**config.mk**
```make
export PLATFORM = sky130hd
export DESIGN_NAME = uart_tx_fifo
export DESIGN_NICKNAME = d
export VERILOG_FILES = /design/src/rtl/uart_tx_fifo.sv
export SDC_FILE = /design/constraint.sdc
export NUM_CORES = 1
export LEC_CHECK = 0
export BUFFER_PORTS_ARGS = -buffer_cell sky130_fd_sc_hd__buf_2
export CAP_MARGIN = 20
export CORE_MARGIN = 2
export CORE_UTILIZATION = 48
export CTS_BUF_LIST = sky130_fd_sc_hd__clkbuf_4 sky130_fd_sc_hd__clkbuf_8 sky130_fd_sc_hd__clkbuf_16
export CTS_CLUSTER_DIAMETER = 100
export CTS_CLUSTER_SIZE = 20
export DETAILED_ROUTE_END_ITERATION = 8
export PLACE_DENSITY = 0.62
export SLEW_MARGIN = 20
export SYNTH_ARGS = -nofsm -noshare
export SYNTH_HDL_FRONTEND = slang
export SYNTH_SLANG_ARGS = --single-unit
```
**constraint.sdc**
```tcl
create_clock -name clk -period 3.6 [get_ports clk]
set_input_delay 0.54 -clock clk [delete_from_list [all_inputs] [get_ports clk]]
set_output_delay 0.54 -clock clk [all_outputs]
set_load 0.1 [all_outputs]
```
**src/rtl/uart_tx_fifo.sv**
```systemverilog
// UART transmitter with a small write FIFO.
// Frame: start bit, DATA_BITS payload bits (LSB first), optional parity bit,
// STOP_BITS stop bits. The bit period is CLKS_PER_BIT = round(CLK_FREQ/BAUD).
// Optional line-break generation is enabled by defining UART_TX_BREAK_EN,
// which adds the send_break input and the BRK/BRK_GUARD states.
`timescale 1ns/1ps
module uart_tx_fifo #(
  parameter int CLK_FREQ   = 50000000,
  parameter int BAUD       = 115200,
  parameter int DATA_BITS  = 8,
  parameter int PARITY     = 0,
  parameter int STOP_BITS  = 1,
  parameter int FIFO_DEPTH = 4
) (
  input  logic                          clk,
  input  logic                          rst_n,
  input  logic                          tx_valid,
  input  logic [DATA_BITS-1:0]          tx_data,
`ifdef UART_TX_BREAK_EN
  input  logic                          send_break,
`endif
  output logic                          tx_ready,
  output logic                          txd,
  output logic                          tx_busy,
  output logic [$clog2(FIFO_DEPTH):0]   fifo_count
);

  localparam int CPB = (CLK_FREQ + BAUD / 2) / BAUD;
  localparam int PW  = $clog2(FIFO_DEPTH);
  localparam int CW  = PW + 1;
  localparam int DW  = (CPB >= 2) ? $clog2(CPB) : 1;

  localparam logic [DW-1:0] DIV_LAST  = DW'(CPB - 1);
  localparam logic [3:0]    DATA_LAST = 4'(DATA_BITS - 1);
  localparam logic [3:0]    STOP_LAST = 4'(STOP_BITS - 1);
  localparam logic [CW-1:0] FULL_CNT  = CW'(FIFO_DEPTH);

`ifdef UART_TX_BREAK_EN
  localparam int FRAME_CLKS = (1 + DATA_BITS + ((PARITY != 0) ? 1 : 0) + STOP_BITS) * CPB;
  localparam int BRK_MIN    = 2 * FRAME_CLKS;
  localparam int BW         = $clog2(BRK_MIN + 1);
  localparam logic [BW-1:0] BRK_LAST = BW'(BRK_MIN - 1);
`endif

  // Reject parameter sets the datapath cannot represent.
  if (CPB < 2 || DATA_BITS < 5 || DATA_BITS > 9 || PARITY < 0 || PARITY > 2 ||
      (STOP_BITS != 1 && STOP_BITS != 2) || FIFO_DEPTH < 2 ||
      ((FIFO_DEPTH & (FIFO_DEPTH - 1)) != 0)) begin : g_bad_param
    $error("uart_tx_fifo: illegal parameter combination");
  end

  typedef enum logic [2:0] {
    S_IDLE,
    S_START,
    S_DATA,
    S_PAR,
    S_STOP
`ifdef UART_TX_BREAK_EN
    ,
    S_BRK,
    S_BRK_GUARD
`endif
  } state_t;

  state_t               state_q;
  logic [DW-1:0]        div_q;
  logic [3:0]           bit_q;
  logic                 txd_q;
  logic [DATA_BITS-1:0] shift_q;
  logic                 par_q;
`ifdef UART_TX_BREAK_EN
  logic [BW-1:0]        brk_q;
`endif

  logic [DATA_BITS-1:0] mem_q [FIFO_DEPTH];
  logic [PW-1:0]        wr_ptr_q, rd_ptr_q;
  logic [CW-1:0]        count_q, count_d;

  logic                 push, pop, fifo_empty, bit_end, shift_en;
  logic [DATA_BITS-1:0] head;

  // Parity bit for a payload word: even parity is the plain XOR, odd its inverse.
  function automatic logic parity_of(input logic [DATA_BITS-1:0] w);
    return (PARITY == 1) ? ~(^w) : (^w);
  endfunction

  assign tx_ready   = (count_q != FULL_CNT);
  assign push       = tx_valid && tx_ready;
  assign fifo_empty = (count_q == '0);
  assign bit_end    = (div_q == DIV_LAST);
  assign head       = mem_q[rd_ptr_q];
  assign shift_en   = (state_q == S_DATA) && bit_end && (bit_q != DATA_LAST);
  assign txd        = txd_q;
  assign tx_busy    = (state_q != S_IDLE) || !fifo_empty;
  assign fifo_count = count_q;

  // Pop the FIFO head when a frame is about to start (from idle or straight after a stop).
  always_comb begin
    pop = 1'b0;
    case (state_q)
      S_IDLE: begin
`ifdef UART_TX_BREAK_EN
        pop = !fifo_empty && !send_break;
`else
        pop = !fifo_empty;
`endif
      end
      S_STOP:  pop = bit_end && (bit_q == STOP_LAST) && !fifo_empty;
      default: pop = 1'b0;
    endcase
  end

  // Next FIFO occupancy: push and pop on the same edge cancel.
  always_comb begin
    count_d = count_q;
    case ({push, pop})
      2'b10:   count_d = count_q + CW'(1);
      2'b01:   count_d = count_q - CW'(1);
      default: count_d = count_q;
    endcase
  end

  // FIFO pointers and occupancy; pointers wrap naturally at the power-of-two depth.
  always_ff @(posedge clk or negedge rst_n) begin
    if (!rst_n) begin
      wr_ptr_q <= '0;
      rd_ptr_q <= '0;
      count_q  <= '0;
    end else begin
      if (push) wr_ptr_q <= wr_ptr_q + PW'(1);
      if (pop)  rd_ptr_q <= rd_ptr_q + PW'(1);
      count_q <= count_d;
    end
  end

  // FIFO storage, written only on an accepted push.
  always_ff @(posedge clk) begin
    if (push) mem_q[wr_ptr_q] <= tx_data;
  end

  // Shift register and latched parity, loaded from the FIFO head on each pop.
  always_ff @(posedge clk) begin
    if (pop) begin
      shift_q <= head;
      par_q   <= parity_of(head);
    end else if (shift_en) begin
      shift_q <= shift_q >> 1;
    end
  end

  // Frame sequencer; txd is registered and always reflects the state being entered.
  always_ff @(posedge clk or negedge rst_n) begin
    if (!rst_n) begin
      state_q <= S_IDLE;
      div_q   <= '0;
      bit_q   <= '0;
      txd_q   <= 1'b1;
`ifdef UART_TX_BREAK_EN
      brk_q   <= '0;
`endif
    end else begin
      case (state_q)
        S_IDLE: begin
          div_q <= '0;
          bit_q <= '0;
          txd_q <= 1'b1;
`ifdef UART_TX_BREAK_EN
          if (send_break) begin
            state_q <= S_BRK;
            txd_q   <= 1'b0;
            brk_q   <= '0;
          end else
`endif
          if (!fifo_empty) begin
            state_q <= S_START;
            txd_q   <= 1'b0;
          end
        end
        S_START: begin
          if (bit_end) begin
            div_q   <= '0;
            bit_q   <= '0;
            state_q <= S_DATA;
            txd_q   <= shift_q[0];
          end else begin
            div_q <= div_q + DW'(1);
          end
        end
        S_DATA: begin
          if (bit_end) begin
            div_q <= '0;
            if (bit_q == DATA_LAST) begin
              bit_q <= '0;
              if (PARITY != 0) begin
                state_q <= S_PAR;
                txd_q   <= par_q;
              end else begin
                state_q <= S_STOP;
                txd_q   <= 1'b1;
              end
            end else begin
              bit_q <= bit_q + 4'd1;
              txd_q <= shift_q[1];
            end
          end else begin
            div_q <= div_q + DW'(1);
          end
        end
        S_PAR: begin
          if (bit_end) begin
            div_q   <= '0;
            bit_q   <= '0;
            state_q <= S_STOP;
            txd_q   <= 1'b1;
          end else begin
            div_q <= div_q + DW'(1);
          end
        end
        S_STOP: begin
          if (bit_end) begin
            div_q <= '0;
            if (bit_q == STOP_LAST) begin
              bit_q <= '0;
              if (!fifo_empty) begin
                state_q <= S_START;
                txd_q   <= 1'b0;
              end else begin
                state_q <= S_IDLE;
                txd_q   <= 1'b1;
              end
            end else begin
              bit_q <= bit_q + 4'd1;
            end
          end else begin
            div_q <= div_q + DW'(1);
          end
        end
`ifdef UART_TX_BREAK_EN
        S_BRK: begin
          txd_q <= 1'b0;
          if (brk_q == BRK_LAST && !send_break) begin
            state_q <= S_BRK_GUARD;
            txd_q   <= 1'b1;
            div_q   <= '0;
          end else if (brk_q != BRK_LAST) begin
            brk_q <= brk_q + BW'(1);
          end
        end
        S_BRK_GUARD: begin
          txd_q <= 1'b1;
          if (bit_end) begin
            div_q   <= '0;
            state_q <= S_IDLE;
          end else begin
            div_q <= div_q + DW'(1);
          end
        end
`endif
        default: begin
          state_q <= S_IDLE;
          txd_q   <= 1'b1;
        end
      endcase
    end
  end

endmodule

```
==> flow_summary.yaml, run 1 <==
placement:
  dp_cells: 292
  place_congestion: 0.840
  post-dp-hpwl_um: 3560
  dp_slack_ns: 0.666
  placed_area_um2: 3120
  portBuffers: 16
layout:
  fillCellCount: 497
  finalInstanceArea_um2: 3290
  seq_area_um2: 1800
  utilization_pct: 55.2
  layout.cells.non_filler: 308
  drive_gt1_share_pct: 27.0
  antennaDiodeCount: 0
  syn2layout_area_growth_pct: 9.96
  multi_input_area_um2: 1090
  nets: 249
critical_path:
  crit_top_cell: "inv_1"
  critPathMaxStageDelay_ns: 0.51
  cpLargestDelayFamily: "simple AND/OR/NAND/NOR gates"
  end_kind: "flip-flop"
  critPathBufInv: 3
  critPathKind: "flip-flop to flip-flop"
  critical_path_arrival_ns: 3.17
  crit_fanout: 12
  path_cells: "inv_1 > ha_1 > nor3b_1 > a31o_2 > nand3_2 > inv_1 > ha_1 > inv_1 > fa_1 > xor2_1 > nor2_1 > xor2_1"
  cp_slowest_cell: "nor3b_1"
  cp.required_ns: 3.85
  startpoint_type: "flip-flop"
routing:
  drc: 0
  routed_wl_um: 5050
  viasPerCell: 5.58
  met1Wirelength_um: 2200
  first_iter_violations: 77
  wire_per_inst_um: 16.4
  wl_met3_um: 137
  drt_first_pass_iters: 4
  vias: 1719
  dr.max_layer_used: "met4"
  drtAntennaViolNets: 0
  dr_wl_met2_um: 2560
power:
  fin_total_pwr_mw: 2.41
  power.density_nw_per_um2: 732
  p_leak_nw: 1.28
  vdd_drop_max_mv: 0.486
logic_synthesis:
  synth-edff-count: 40
  postSynthCellCount: 207
  synthDistinctLibCells: 53
  async_flop_share_pct: 37.5
  ys_ff_latch: 64
  syn-cell-area_um2: 2990
  synth.avg_cell_area_um2: 14.4
  synth_nets: 228
  ys_seq_area_share_pct: 60.3
  synth.yosys.warnings: 0
  synthFlopType: "edfxtp_1"
clock_tree:
  cts_made_buffers: 9
  cts_hold_buf: 0
  clk_path_buf_depth: 2
  cts.sink_count: 64
  cts_root_buf: "clkbuf_8"
  cts_tree: "yes"
  cts_resized: 0
  cts_setup_buffers: 0
  clk_pin_slew_ns: 0.07
  clk_latency_ns: 0.33
  h-tree-depth: 3
timing:
  slew_headroom_pct: 51.8
  layout_setup_ws_ns: 0.687
  fmax_ghz: 0.343
  skew_ns: 0.00716
  finalCritPeriodShare_pct: 80.9
  hold_viol: 0
  setup-tns-final_ns: 0
  worst_pin_slew_ns: 0.718
  period_minus_slack_ns: 2.91
  rsz0062_at_grt: "false"
  setup_viol: 0
  whs_ns: 0.199
  slew_violations: 0
floorplan:
  chipWidth_um: 82.9
  core_um2: 5960
  rows: 28
  design.die.area_um2: 6870
  io-pin-count: 17
  start_util_pct: 50.2
  die_h_um: 82.9
global_route:
  gr-total-overflow: 0
  grtUsageTotal_pct: 16.1
  grt_start_max_net_pins: 25
  grt_pass1_vias: 1817
  grt_pass1_wl_um: 8670
  antenna_found_initial: 0
run_status:
  status: "finished, final reports clean"
hold_path:
  hold_class: "input port to async pin"
run:
  drv_cap: 0
power breakdown:
part           internal, mW  total, mW  switching [mW]
Combinational         0.281      0.760           0.479
Clock                 0.253      0.520           0.267
Sequential            0.971       1.13           0.154
routing by layer:
layer / vias up / track usage, %
met5: - / 0
met4: 0 / 9.24
met3: 14 / 3.58
met2: 28 / 26.0
met1: 857 / 20.1
li1: 820 / -
placed cells by master, fill, tap and decap left out, types with 8 or more instances in the layout:
cell      count
clkbuf_8      9
mux2_2        8
buf_2        16
inv_1        14
o21ai_0      11
nor2_1        8
dfrtp_1      23
mux4_2        8
edfxtp_1     40
ha_1          9
nand2_1       8
path summary, 6_finish.rpt:
| path | start | endpoint | slack (ns) | cells after the start |
|---|---|---|---|---|
| worst min register to register | txd | txd | 0.47 | 2 |
| worst min-delay path | rst_n | wr_ptr_q[1] | 0.20 | 1 |
| min in group clk | tx_data[1] | mem_q[3][1] | 0.41 | 1 |
| worst max-delay path | bit_q[0] | fifo_count[2] | 0.69 | 12 |
| max in group asynchronous | rst_n | div_q[0] | 3.01 | 1 |
| worst max register to register | bit_q[0] | fifo_count[2] | 0.69 | 12 |
cell families after synthesis:
| kind of cell | synth area share (%) |
|---|---|
| DFF | 60.3 |
| and+or+nand+nor | 10.2 |
| buffers and inverters | 3.39 |
| muxes | 10.4 |
| AOI/OAI and AO/OA | 8.62 |
| xor gates and xnor gates | 2.64 |
| adders and majority gates | 4.44 |
synth_stat cells (2+ instances only):
cell / number / area share (%)
o22ai_1: 2 / 0.42
mux4_2: 8 / 6.0
o21ai_0: 12 / 2.0
nor3_1: 2 / 0.33
ha_1: 9 / 3.8
or3b_1: 2 / 0.59
nand3_1: 5 / 0.84
and3_1: 5 / 1.0
o31ai_1: 2 / 0.50
inv_1: 14 / 1.8
a211o_2: 2 / 0.67
nand2_1: 8 / 1.0
nor3b_1: 3 / 0.75
buf_6: 3 / 1.1
nand4_1: 3 / 0.63
xnor2_1: 5 / 1.5
dfrtp_1: 23 / 19
edfxtp_1: 40 / 40
a211oi_1: 4 / 1.0
a21oi_1: 2 / 0.33
mux2i_1: 4 / 1.3
xor2_1: 4 / 1.2
nor2_1: 8 / 1.0
mux2_2: 8 / 3.0
state kept, by name, indices dropped and copies added, names as in the netlist:
name	count
mem_q	32
div_q	9
shift_q	8
bit_q	4
fifo_count	3
state_q	3
rd_ptr_q	2
wr_ptr_q	2
txd	1
area by class of cell:
cell class	count	area share, %
Clock buffer	10	4.00
Clock inverter	6	1.10
Tap cell	75	2.85
Inverter	14	1.60
Timing Repair Buffer	16	2.44
Sequential cell	64	54.9
Multi-Input combinational cell	123	33.2
Note: power is estimated with default switching activity, not from simulation.
==> run 2, diff against run 1 <==
- PLACE_DENSITY: 0.62 -> 0.65
- clock period: 3.6 -> 2.4 ns (I/O delays scaled with it)
==> run 2 against run 1 <==
Against the previous run: fmax is 30% higher; routed wire length increased by 5.2%; worst hold slack worse by 0.18 ns; flip-flop and latch count did not move; die area unchanged; via count increased by 1.9%; critical path depth is the same; power up 61%; worst setup slack lost 0.53 ns; clock-buffer cell count grew 3; largest power group unchanged.
==> flow_summary.yaml, run 2 (synthesis results as in run 1) <==
routing:
  vias: 1751
  drtAntennaViolNets: 0
  wire_per_inst_um: 16.8
  drc: 0
  first_iter_violations: 135
  viasPerCell: 5.56
  drt_first_pass_iters: 4
  routed_wl_um: 5310
placement:
  place_congestion: 0.804
  post-dp-hpwl_um: 3660
  dp_slack_ns: 0.132
  portBuffers: 16
global_route:
  grt_pass1_wl_um: 9170
  gr-total-overflow: 0
  grtUsageTotal_pct: 17.0
  grt_start_max_net_pins: 25
  grt_pass1_vias: 1794
  antenna_found_initial: 0
floorplan:
  design.die.area_um2: 6870
  core_um2: 5960
  die_h_um: 82.9
  chipWidth_um: 82.9
  io-pin-count: 17
  start_util_pct: 50.2
  rows: 28
critical_path:
  critical_path_arrival_ns: 2.50
  critPathMaxStageDelay_ns: 0.39
  path_cells: "inv_1 > ha_1 > nor3b_4 > a31o_2 > nand3_2 > inv_2 > ha_4 > inv_2 > fa_2 > xor2_1 > nor2_1 > xor2_1"
  cp_slowest_cell: "dfrtp_1"
  startpoint_type: "flip-flop"
  end_kind: "flip-flop"
  cp.required_ns: 2.65
  critPathKind: "flip-flop to flip-flop"
  crit_fanout: 3
clock_tree:
  cts_tree: "yes"
  cts.sink_count: 64
  clk_latency_ns: 0.33
  clk_pin_slew_ns: 0.07
  cts_root_buf: "clkbuf_8"
  clk_path_buf_depth: 2
  cts_made_buffers: 9
  h-tree-depth: 3
layout:
  nets: 256
  drive_gt1_share_pct: 33.8
  largest_reg_flops: 32
  layout_commonest_cell: "edfxtp_1"
  layout_common_cells: "edfxtp_1, dfrtp_1, buf_2"
  antennaDiodeCount: 0
  regMostFlops: "mem_q"
  fillCellCount: 490
  reg_top3: "mem_q (32), div_q (9), shift_q (8)"
  syn2layout_area_growth_pct: 14.6
power:
  vdd_drop_max_mv: 1.17
  switching_power_mw: 1.37
  p_int_mw: 2.49
  p_seq_share_pct: 43.8
  comb_power_share_pct: 31.6
  power.density_nw_per_um2: 1130
  clockPowerShare_pct: 24.6
  p_leak_nw: 1.33
  switching_share_pct: 35.6
timing:
  worst_pin_slew_ns: 0.628
  period_minus_slack_ns: 2.25
  finalCritPeriodShare_pct: 93.6
  hold_viol: 0
  setup-tns-final_ns: 0
  slew_headroom_pct: 57.7
  setup_viol: 0
  skew_ns: 0.0101
  fmax_ghz: 0.445
  layout_setup_ws_ns: 0.153
  slew_violations: 0
run:
  drv_cap: 0
hold_path:
  hold_class: "input port to async pin"
run_status:
  status: "finished, final reports clean"
[run 2: cell types whose count changed in the layout (fill, tap and decap cells not counted), sizes merged]
cell / change
clkbuf: +3
clkinvlp: +1
bufinv: +1
buf: +7
clkinv: -5
[run 2: cell type report]
| class | instances | area, um^2 | area share [%] |
|---|---|---|---|
| clock buffers | 13 | 160 | 4.68 |
| clock inverters | 3 | 45.0 | 1.32 |
| inverters | 14 | 52.6 | 1.53 |
| multi-input cells | 123 | 1130 | 32.9 |
| flip-flops and latches | 64 | 1810 | 53.0 |
| well taps | 75 | 93.8 | 2.74 |
| repair buffers | 23 | 133 | 3.87 |
[run 2: metal layers]
metal | GRT usage (%) | part of all wire, % | vias up
met5 | 0 | 0 | -
li1 | - | - | 842
met2 | 25.0 | 45 | 27
met3 | 3.98 | 3.5 | 8
met4 | 6.86 | 1.3 | 0
met1 | 24.6 | 50 | 874
[run 2: critical path, delay by kind of cell, from the launching register on]
kind	cells	cell delay (ns)
buffers and inverters	3	0.21
AOI/OAI and AO/OA	1	0.20
adders and majority gates	3	0.62
DFF	1	0.39
xor gates and xnor gates	2	0.31
and+or+nand+nor	3	0.43
[run 2: metrics by stage]
stage | utilization (%) | hold WS (ns) | area (um^2) | std cells | total power [mW]
floorplan | - | 0.0644 | 3040 | 207 | 2.65
global route | 57.5 | 0.0465 | 3420 | 315 | 4.09
detailed placement | 53.9 | 0.387 | 3210 | 299 | 2.95
CTS | 57.4 | 0.0307 | 3420 | 315 | 3.89
finish | 57.5 | 0.0187 | 3420 | 315 | 3.86
global placement | 53.9 | 0.394 | 3210 | 299 | 2.92
[run 2: repair_timing]
action | CTS | global route
hold endpoints to repair | 0 | 0
setup buffers | 0 | 0
setup endpoints to repair | 0 | 1
hold buffers | 0 | 0
resized for setup | 0 | 1
[run 2: path summary, 6_finish.rpt]
kind / start / cells past startpoint / endpoint / slack (ns)
max: bit_q[0] / 12 / fifo_count[2] / 0.15
min: rst_n / 1 / state_q[1] / 0.02
max reg2reg: bit_q[0] / 12 / fifo_count[2] / 0.15
min reg2reg: txd / 2 / txd / 0.47
max in group asynchronous: rst_n / 1 / fifo_count[1] / 1.95
min in group clk: tx_data[5] / 1 / mem_q[0][5] / 0.24
[run 2: power groups by stage]
stage	combinational, mW	clock (mW)	sequential (mW)
after floorplan	0.777	0	1.87
after global placement	1.21	0	1.71
after detailed placement	1.23	0	1.72
after CTS	1.24	0.963	1.70
after global routing	1.34	1.02	1.73
final	1.22	0.949	1.69
==> run 3, diff against run 2 <==
--- a/config.mk
+++ b/config.mk
@@ -14,4 +14,5 @@
 export CTS_CLUSTER_SIZE = 20
 export DETAILED_ROUTE_END_ITERATION = 8
+export HOLD_SLACK_MARGIN = 0.05
 export PLACE_DENSITY = 0.65
 export SLEW_MARGIN = 20
==> constraint.sdc (replaced) <==
create_clock -name clk -period 2.4 [get_ports clk]
set_input_delay 0.24 -clock clk [delete_from_list [all_inputs] [get_ports clk]]
set_output_delay 0.24 -clock clk [all_outputs]
set_load 0.1 [all_outputs]
==> run 3 against run 2 <==
Against the previous run: global-route usage about the same; sequential share of layout area down 0.15 points; non-clock buffer count grew 1; power hardly changed; sequential power hardly changed; register-to-register slack barely moved; clock skew is 0.00081 ns higher; via count about the same; final area up 0.29%; cell count is 0.32% higher; first-iteration DRC count shrank 16%; critical endpoint unchanged; largest cell class unchanged; highest routed layer unchanged.
==> flow_summary.yaml, run 3 (synthesis results as in run 1) <==
run_status:
  status: "finished, final reports clean"
timing:
  period_minus_slack_ns: 2.25
  finalCritPeriodShare_pct: 93.6
  skew_ns: 0.0109
  whs_ns: 0.122
  setup-tns-final_ns: 0
  fmax_ghz: 0.445
  slew_headroom_pct: 58.0
  worst_pin_slew_ns: 0.623
  slew_violations: 0
  hold_viol: 0
  setup_viol: 0
layout:
  syn2layout_area_growth_pct: 14.9
  layout_commonest_cell: "edfxtp_1"
  drive_gt1_share_pct: 33.6
  layout_common_cells: "edfxtp_1, dfrtp_1, buf_2"
  reg_top3: "mem_q (32), div_q (9), shift_q (8)"
  finalInstanceArea_um2: 3430
  largest_reg_flops: 32
  regMostFlops: "mem_q"
  antennaDiodeCount: 0
  nets: 257
  layout.cells.non_filler: 316
critical_path:
  path_cells: "inv_1 > ha_1 > nor3b_4 > a31o_2 > nand3_2 > inv_2 > ha_4 > inv_2 > fa_2 > xor2_1 > nor2_1 > xor2_1"
  cp.required_ns: 2.65
  rr_startpoint: "bit_q[0]"
  reg2reg_depth: 12
  cp_slowest_cell: "dfrtp_1"
  r2r_setup_slack_ns: 0.15
  reg2reg_to: "fifo_count[2]"
  startpoint_type: "flip-flop"
  critical_path_arrival_ns: 2.49
  critPathKind: "flip-flop to flip-flop"
  critPathBufInv: 3
  end_kind: "flip-flop"
  critPathMaxStageDelay_ns: 0.39
  cpLargestDelayFamily: "adder cells"
  crit_fanout: 3
global_route:
  grtUsageTotal_pct: 17.1
  grt_pass1_wl_um: 9200
  antenna_found_initial: 0
  grt_pass1_vias: 1806
  gr-total-overflow: 0
  grt_start_max_net_pins: 25
routing:
  first_iter_violations: 114
  vias: 1752
  dr.max_layer_used: "met4"
  drt_first_pass_iters: 4
  dr_wl_met2_um: 2430
  viasPerCell: 5.54
  wl_met3_um: 170
  drtAntennaViolNets: 0
  routed_wl_um: 5320
  wire_per_inst_um: 16.8
  met1Wirelength_um: 2670
  drc: 0
power:
  power.density_nw_per_um2: 1120
  vdd_drop_max_mv: 1.17
  p_leak_nw: 1.34
placement:
  place_congestion: 0.804
  post-dp-hpwl_um: 3660
  placed_area_um2: 3210
  dp_cells: 299
  portBuffers: 16
clock_tree:
  cts_made_buffers: 9
  cts.sink_count: 64
  clk_path_buf_depth: 2
  cts_tree: "yes"
  clk_latency_ns: 0.33
  cts_setup_buffers: 0
  h-tree-depth: 3
  clk_pin_slew_ns: 0.07
  cts_root_buf: "clkbuf_8"
floorplan:
  die_h_um: 82.9
  core_um2: 5960
  design.die.area_um2: 6870
  rows: 28
  chipWidth_um: 82.9
  start_util_pct: 50.2
  io-pin-count: 17
run:
  drv_cap: 0
hold_path:
  hold_class: "input port to flip-flop"
  hold_path_depth: 1
  whs_endpoint: "mem_q[0][5]"
  hp-start: "tx_data[5]"
-- run 3: cell type report --
cell class	count	area, um^2
Fill cell	489	2520
Sequential cell	64	1810
Multi-Input combinational cell	123	1130
Clock buffer	13	160
Timing Repair Buffer	24	143
Tap cell	75	93.8
Inverter	14	52.6
Clock inverter	3	45.0
-- run 3: worst max path at each step --
stage,cells after the start,end,startpoint
floorplan,11,fifo_count[2],div_q[6]
global placement,12,fifo_count[2],bit_q[0]
detailed placement,12,fifo_count[2],bit_q[0]
CTS,12,fifo_count[2],bit_q[0]
global route,12,fifo_count[2],bit_q[0]
finish,12,fifo_count[2],bit_q[0]
-- run 3: routing by layer --
layer,up-vias,track usage (%)
met4,0,6.86
met1,877,24.6
met2,28,25.1
li1,843,-
met5,-,0
met3,4,3.98
-- run 3: timing repair --
action | 4_1_cts | 5_1_grt
hold buffers | 1 | 0
endpoints found under the setup margin | 0 | 1
gates resized for setup | 0 | 1
hold endpoints to repair | 23 | 0
-- run 3: metrics by stage --
step / power, mW / utilization [%] / worst slack, ns
floorplan: 2.65 / - / -0.00925
global placement: 2.92 / 53.9 / 0.273
detailed placement: 2.95 / 53.9 / 0.132
CTS: 3.90 / 57.6 / 0.140
global route: 4.09 / 57.7 / -0.0211
finish: 3.86 / 57.7 / 0.153
-- run 3: power breakdown --
part	leakage [nW]	switching (mW)	internal [mW]
sequential	0.668	0.217	1.47
combinational	0.567	0.752	0.471
clock	0.100	0.404	0.544
total	1.34	1.37	2.49
-- run 3: worst register-to-register path, stage by stage, from the launching register on --
cell and delay (ns):
dfrtp_1 0.39, inv_1 0.09, ha_1 0.15, nor3b_4 0.21
a31o_2 0.20, nand3_2 0.08, inv_2 0.08, ha_4 0.13
inv_2 0.04, fa_2 0.34, xor2_1 0.14, nor2_1 0.14
xor2_1 0.17
